==> src/rtl/halfwave_analyzer_if.sv <==
// Sample-stream and measurement signals of halfwave_analyzer.
// master drives the rectified half-wave samples; slave returns the sample and measurement results.
interface halfwave_analyzer_if #(
   parameter int PERIOD_W = 16
) ();
   logic                smp_valid;
   logic [7:0]          pos_in;
   logic [7:0]          neg_in;
   logic signed [8:0]   sample_out;
   logic [PERIOD_W-1:0] period_out;
   logic [7:0]          peak_out;
   logic                meas_valid;
   logic                proto_err;
   logic                ovf;

   modport master (
      output smp_valid, pos_in, neg_in,
      input  sample_out, period_out, peak_out, meas_valid, proto_err, ovf
   );

   modport slave (
      input  smp_valid, pos_in, neg_in,
      output sample_out, period_out, peak_out, meas_valid, proto_err, ovf
   );
endinterface

==> src/rtl/halfwave_analyzer.sv <==
// Recombines rectified half-waves into signed samples and measures samples-per-cycle; all outputs 1 clk after the sample.
// Peak-magnitude tracking is built only when HALFWAVE_ANALYZER_PEAK_EN is defined; otherwise peak_out is tied to 0.
module halfwave_analyzer #(
   parameter int PERIOD_W = 16
) (
   input  logic               clk,
   input  logic               reset,
   halfwave_analyzer_if.slave bus
);
   typedef enum logic [1:0] {SYNC, ARM, POS_HALF, NEG_HALF} state_e;
   typedef enum logic [1:0] {CLS_ZERO, CLS_POS, CLS_NEG, CLS_BAD} cls_e;

   localparam logic [PERIOD_W-1:0] CNT_MAX = '1;
   localparam logic [PERIOD_W-1:0] CNT_ONE = PERIOD_W'(1);

   state_e              state_q;
   cls_e                cls;
   logic [PERIOD_W-1:0] count_q, count_d;
   logic [PERIOD_W-1:0] period_q;
   logic signed [8:0]   sample_q, sample_d;
   logic                meas_q, perr_q, ovf_q;
   logic                rising, meas_due, cnt_due, cnt_sat;

   always_comb begin
      case ({|bus.pos_in, |bus.neg_in})
         2'b00:   cls = CLS_ZERO;
         2'b10:   cls = CLS_POS;
         2'b01:   cls = CLS_NEG;
         default: cls = CLS_BAD;
      endcase
      sample_d = $signed({1'b0, bus.pos_in}) - $signed({1'b0, bus.neg_in});
      // A rising transition restarts the count; every other sample inside a half counts, BAD included.
      rising   = bus.smp_valid && (cls == CLS_POS) && ((state_q == ARM) || (state_q == NEG_HALF));
      meas_due = rising && (state_q == NEG_HALF);
      cnt_due  = bus.smp_valid && !rising && ((state_q == POS_HALF) || (state_q == NEG_HALF));
      cnt_sat  = cnt_due && (count_q == CNT_MAX);
      count_d  = count_q;
      if (rising) begin
         count_d = CNT_ONE;
      end else if (cnt_sat) begin
         count_d = '0;
      end else if (cnt_due) begin
         count_d = count_q + 1'b1;
      end
   end

   always_ff @(posedge clk) begin
      if (reset) begin
         state_q  <= SYNC;
         count_q  <= '0;
         period_q <= '0;
         sample_q <= '0;
         meas_q   <= 1'b0;
         perr_q   <= 1'b0;
         ovf_q    <= 1'b0;
      end else begin
         meas_q  <= 1'b0;
         perr_q  <= 1'b0;
         ovf_q   <= 1'b0;
         count_q <= count_d;
         if (bus.smp_valid) begin
            if (cls == CLS_BAD) begin
               perr_q <= 1'b1;
            end else begin
               sample_q <= sample_d;
            end
            if (meas_due) begin
               period_q <= count_q;
               meas_q   <= 1'b1;
            end
            if (cnt_sat) begin
               ovf_q   <= 1'b1;
               state_q <= SYNC;
            end else begin
               case (state_q)
                  SYNC:          if (cls == CLS_NEG) state_q <= ARM;
                  ARM, NEG_HALF: if (cls == CLS_POS) state_q <= POS_HALF;
                  POS_HALF:      if (cls == CLS_NEG) state_q <= NEG_HALF;
                  default:       state_q <= SYNC;
               endcase
            end
         end
      end
   end

`ifdef HALFWAVE_ANALYZER_PEAK_EN
   logic [7:0] peak_run_q, peak_out_q, mag;

   assign mag = (bus.pos_in > bus.neg_in) ? bus.pos_in : bus.neg_in;

   always_ff @(posedge clk) begin
      if (reset) begin
         peak_run_q <= '0;
         peak_out_q <= '0;
      end else if (bus.smp_valid) begin
         if (cnt_sat) begin
            peak_run_q <= '0;
         end else if (rising) begin
            if (meas_due) begin
               peak_out_q <= peak_run_q;
            end
            peak_run_q <= bus.pos_in;
         end else if (cnt_due && (cls != CLS_BAD) && (mag > peak_run_q)) begin
            peak_run_q <= mag;
         end
      end
   end

   assign bus.peak_out = peak_out_q;
`else
   assign bus.peak_out = '0;
`endif

   assign bus.sample_out = sample_q;
   assign bus.period_out = period_q;
   assign bus.meas_valid = meas_q;
   assign bus.proto_err  = perr_q;
   assign bus.ovf        = ovf_q;
endmodule

==> src/flat_wrapper.sv <==
// flat-port wrapper written by rule: the top's interface ports become plain ports
module halfwave_analyzer_flat 
#(
   parameter int PERIOD_W = 16
)
  (clk, reset, bus_smp_valid, bus_pos_in, bus_neg_in, bus_sample_out, bus_period_out, bus_peak_out, bus_meas_valid, bus_proto_err, bus_ovf);
  halfwave_analyzer_if #(.PERIOD_W(PERIOD_W)) bus_i ();
  input  logic clk;
  input  logic reset;
  input wire logic [$bits(bus_i.smp_valid)-1:0] bus_smp_valid;
  input wire logic [$bits(bus_i.pos_in)-1:0] bus_pos_in;
  input wire logic [$bits(bus_i.neg_in)-1:0] bus_neg_in;
  output wire logic [$bits(bus_i.sample_out)-1:0] bus_sample_out;
  output wire logic [$bits(bus_i.period_out)-1:0] bus_period_out;
  output wire logic [$bits(bus_i.peak_out)-1:0] bus_peak_out;
  output wire logic [$bits(bus_i.meas_valid)-1:0] bus_meas_valid;
  output wire logic [$bits(bus_i.proto_err)-1:0] bus_proto_err;
  output wire logic [$bits(bus_i.ovf)-1:0] bus_ovf;
  assign bus_i.smp_valid = bus_smp_valid;
  assign bus_i.pos_in = bus_pos_in;
  assign bus_i.neg_in = bus_neg_in;
  assign bus_sample_out = bus_i.sample_out;
  assign bus_period_out = bus_i.period_out;
  assign bus_peak_out = bus_i.peak_out;
  assign bus_meas_valid = bus_i.meas_valid;
  assign bus_proto_err = bus_i.proto_err;
  assign bus_ovf = bus_i.ovf;
  halfwave_analyzer #(.PERIOD_W(PERIOD_W)) u_core (.clk(clk), .reset(reset), .bus(bus_i));
endmodule
==> config.mk <==
export PLATFORM = sky130hd
export DESIGN_NAME = halfwave_analyzer_flat
export DESIGN_NICKNAME = d
export VERILOG_FILES = /design/src/rtl/halfwave_analyzer_if.sv /design/src/rtl/halfwave_analyzer.sv /design/src/flat_wrapper.sv
export SDC_FILE = /design/constraint.sdc
export NUM_CORES = 1
export LEC_CHECK = 0
export ABC_AREA = 0
export CAP_MARGIN = 0
export CORE_MARGIN = 2
export CORE_UTILIZATION = 54
export CTS_BUF_LIST = sky130_fd_sc_hd__clkbuf_16
export DETAILED_ROUTE_END_ITERATION = 10
export PLACE_DENSITY_LB_ADDON = 0.3
export REMOVE_ABC_BUFFERS = 1
export SLEW_MARGIN = 20
export SYNTH_ARGS = -nofsm -noshare
export SYNTH_HDL_FRONTEND = slang
export SYNTH_SLANG_ARGS = --single-unit
==> constraint.sdc <==
create_clock -name clk -period 3.5 [get_ports clk]
set_input_delay 1.05 -clock clk [delete_from_list [all_inputs] [get_ports clk]]
set_output_delay 1.05 -clock clk [all_outputs]
set_load 0.02 [all_outputs]
==> results of run 1 <==
[worst paths after layout]
check / startpoint / end / slack [ns] / cells past startpoint
worst max-delay path: bus_pos_in[1] / u_core.bus.sample_out[6] / 0.52 / 7
worst min-delay path: u_core.bus.period_out[7] / u_core.bus.period_out[7] / 0.45 / 2
worst max register to register: u_core.count_q[4] / u_core.count_q[15] / 1.54 / 5
worst min register to register: u_core.bus.period_out[7] / u_core.bus.period_out[7] / 0.45 / 2
[power by group through the flow]
stage | combinational (mW) | clock (mW) | sequential, mW
after floorplan | 0.0589 | 0 | 0.538
after global placement | 0.107 | 0 | 0.537
after detailed placement | 0.111 | 0 | 0.537
after CTS | 0.112 | 0.546 | 0.525
after global routing | 0.122 | 0.569 | 0.524
final | 0.113 | 0.541 | 0.525
[sequential cells by signal, summed over array words and instances, names as in the netlist]
register and flops:
u_core.bus.meas_valid 1, u_core.count_q 16, u_core.bus.ovf 1, u_core.bus.sample_out 9
u_core.state_q 2, u_core.bus.proto_err 1, u_core.bus.period_out 16
[layer usage]
metal | vias up | global-route usage, % | routed length [um]
met5 | - | 0 | 0
met4 | 0 | 8.547 | 96
li1 | 1077 | - | -
met2 | 61 | 38.89 | 2718
met3 | 10 | 4.906 | 248
met1 | 1017 | 30.44 | 2531
[stage by stage]
stage	power (mW)	util, %	cell area [um^2]
after floorplan	0.5967	-	2281
after global placement	0.6434	66.93	2874
after detailed placement	0.6478	66.93	2874
after CTS	1.183	70.86	3043
after global routing	1.216	70.92	3045
final	1.178	70.92	3045
[critical path, cell delays in order]
cell and delay [ns]:
clkdlybuf4s50_1 0.45, or4_4 0.59, or2_1 0.24, a21boi_1 0.25, buf_4 0.23, nand3b_1 0.11
o311ai_1 0.25
[cells in the final DEF, fill, tap and decap left out, types with 2 or more instances in the layout]
| cell type | Yosys | layout |
|---|---|---|
| nor4_1 | 3 | 3 |
| o21ai_0 | 3 | 3 |
| clkdlybuf4s50_1 | 0 | 46 |
| inv_1 | 10 | 10 |
| nor2_2 | 10 | 11 |
| and3_1 | 5 | 5 |
| or4_4 | 2 | 2 |
| nor3b_1 | 2 | 2 |
| ha_1 | 9 | 9 |
| a211oi_1 | 2 | 2 |
| o21a_1 | 2 | 2 |
| nand4_1 | 8 | 8 |
| nor4b_1 | 2 | 2 |
| xnor2_1 | 5 | 5 |
| a21oi_1 | 26 | 26 |
| buf_4 | 8 | 9 |
| o211ai_1 | 2 | 2 |
| and2_1 | 2 | 2 |
| clkbuf_16 | 0 | 5 |
| nor3_1 | 3 | 3 |
| a21boi_0 | 2 | 2 |
| nand2_1 | 45 | 45 |
| nor4_2 | 2 | 2 |
| and4_1 | 4 | 4 |
| nor2_1 | 17 | 16 |
| conb_1 | 1 | 8 |
| nand3b_1 | 6 | 6 |
| xor2_1 | 11 | 11 |
| nand3_1 | 13 | 13 |
| dfxtp_1 | 46 | 46 |
[area by class of cell]
class	instances	area [um^2]
fill	367	1249
timing repair buffer	55	528.0
clock inverter	3	43.79
multi-input combinational	215	1325
clock buffer	5	125.1
tap	52	65.06
inverter	10	37.54
sequential	46	920.9
[cells by family after synthesis]
logic type	Yosys count	share of synthesized area, %
AOI/OAI and AO/OA	52	14.22
xor gates and xnor gates	16	5.898
adders and majority gates	10	5.582
buffers and inverters	31	6.688
DFF	46	38.76
other	1	0.1578
and+or+nand+nor	129	28.70
==> summary.md, run 1 <==
| Metric | Value |
|---|---|
| Status | finished clean |
| WP data required | 3.69 ns |
| Combinational power share | around a tenth |
| Htree depth | 2 |
| Clk_skew | 0.007813 ns |
| Main synth FF type | dfxtp_1 |
| Most frequent cells after synthesis | dfxtp_1 (46), nand2_1 (45), a21oi_1 (26) |
| Largest net degree at the start of global routing | 17 |
| Seq/Total Area, Yosys | between 30 and 40% |
| Site Rows | 24 |
| Worst-path fanout max | 9 |
| Drt total wl | approximately 5600 um |
| PortBufs | 46 |
| Post_cts resized | 0 |
| Hold Crit Class | register to register |
| Fmax | about 340 MHz |
| N_diodes | 0 |
| First-pass GRT wire length | about 9400 um |
| Crit path DAT | around 3.2 ns |
| Post-DP HPWL | between 4000 and 5000 um |
| Drc violations | 0 |
| Number of global-route vias before repair | slightly above 2000 |
| # setup viols final | 0 |
| GRT Overall Usage | a little under a quarter |
| Root buf cell | clkbuf_16 |
| Worst Max-Slew Pin Slew | 0.7176 ns |
| Chip width | ~70 um |
| Initial antenna violation count | 0 |
| Non-Filler Instances | between 300 and 400 |
| Post-synth EDFFs | 0 |
| Vias per cell | between 5 and 6 |
| GPL Wtd Cong | 0.8688 |
| Total global routing overflow | 0 |
| Crit path kind | primary input to register |
| CTS tree | yes |
| Drt wl/cell | 14.49 um |
| Final hold vios | 0 |
| Crit start category | primary input |
| Crit share post-route | 85.19% |
| Seq cells post-synth | 46 |
| Layout cells sized above 1 | 10.48% |
| Clock Path Buffers | 2 |
| Final hold slack | between 0.4 and 0.5 ns |
| Sum Neg Setup Slack | 0 ns |
| DR pass1 iterations | 4 |
| Height of the die | about 70 um |
| Postcts setup bufs | 0 |
| Starting density of the core | a little under three fifths |
| Pint | between 0.9 and 1 mW |
| Maxcap violations | 0 |
| Placed cells | ~380 |
| Area contributors post-synth | dfxtp_1 (39%), nand2_1 (7.1%), a21oi_1 (5.5%) |
| Post-synth top area cell | dfxtp_1 |
| Area Overhead vs Synth | 28.17% |
| Minimum clock period | 2.982 ns |
| Synth cell types | between 50 and 60 |
| Critical Path Sink Type | register |
| Leakage dissipation | approximately 1.1 nW |
| Mean Syn Cell Area | around 8.3 um^2 |
| Pwr Density | ~390 mW/mm^2 |
| Max-slew violation count | 0 |
| Yosys warnings | 0 |
| RSZ-0062 raised after global routing | no |
| Net switching power figure | ~0.27 mW |
| Final setup margin | 0.5184 ns |
| Via count | about 2200 |
| CTS Hold Buffers Added | 0 |
| CTS buffer count | 5 |
| Clk pin slew, worst setup/hold paths | roughly 0.070 ns |
| Detail Route Antenna Nets | 0 |
| Synth async-reset ratio | 0% |
| Clock sink total | 46 |
| Synthesized cell area | around 0.0024 mm^2 |
| Top-count cell post-synth | dfxtp_1 |
| Worst skew pair latency | between 0.2 and 0.3 ns |
| Initial DRC Count | 101 |
| Core box area | approximately 0.0043 mm^2 |
| Switch share | 22.49% |
| I/O pin count | between 50 and 60 |
| DP Worst Slack | around 0.13 ns |
| Max rail drop VDD | 0.0002106 V |
| Flop pwr share | between 40% and 50% |
| Nets | 362 |
| Cells after synthesis | around 290 |
| Synth top area share | 38.76% |
| Area of the die | about 0.0049 mm^2 |
| Max-slew headroom | 51.84% |
| Clock network fraction of design power | between 40% and 50% |
Note: power is estimated with default switching activity, not from simulation.
==> inputs of run 2 (changes only) <==
--- a/config.mk
+++ b/config.mk
@@ -11,6 +11,7 @@
 export CORE_UTILIZATION = 54
 export CTS_BUF_LIST = sky130_fd_sc_hd__clkbuf_16
 export DETAILED_ROUTE_END_ITERATION = 10
+export HOLD_SLACK_MARGIN = 0.1
 export PLACE_DENSITY_LB_ADDON = 0.3
 export REMOVE_ABC_BUFFERS = 1
 export SLEW_MARGIN = 20
==> results of run 2 <==
Final layout, timing and power as in run 1 (identical DEF).
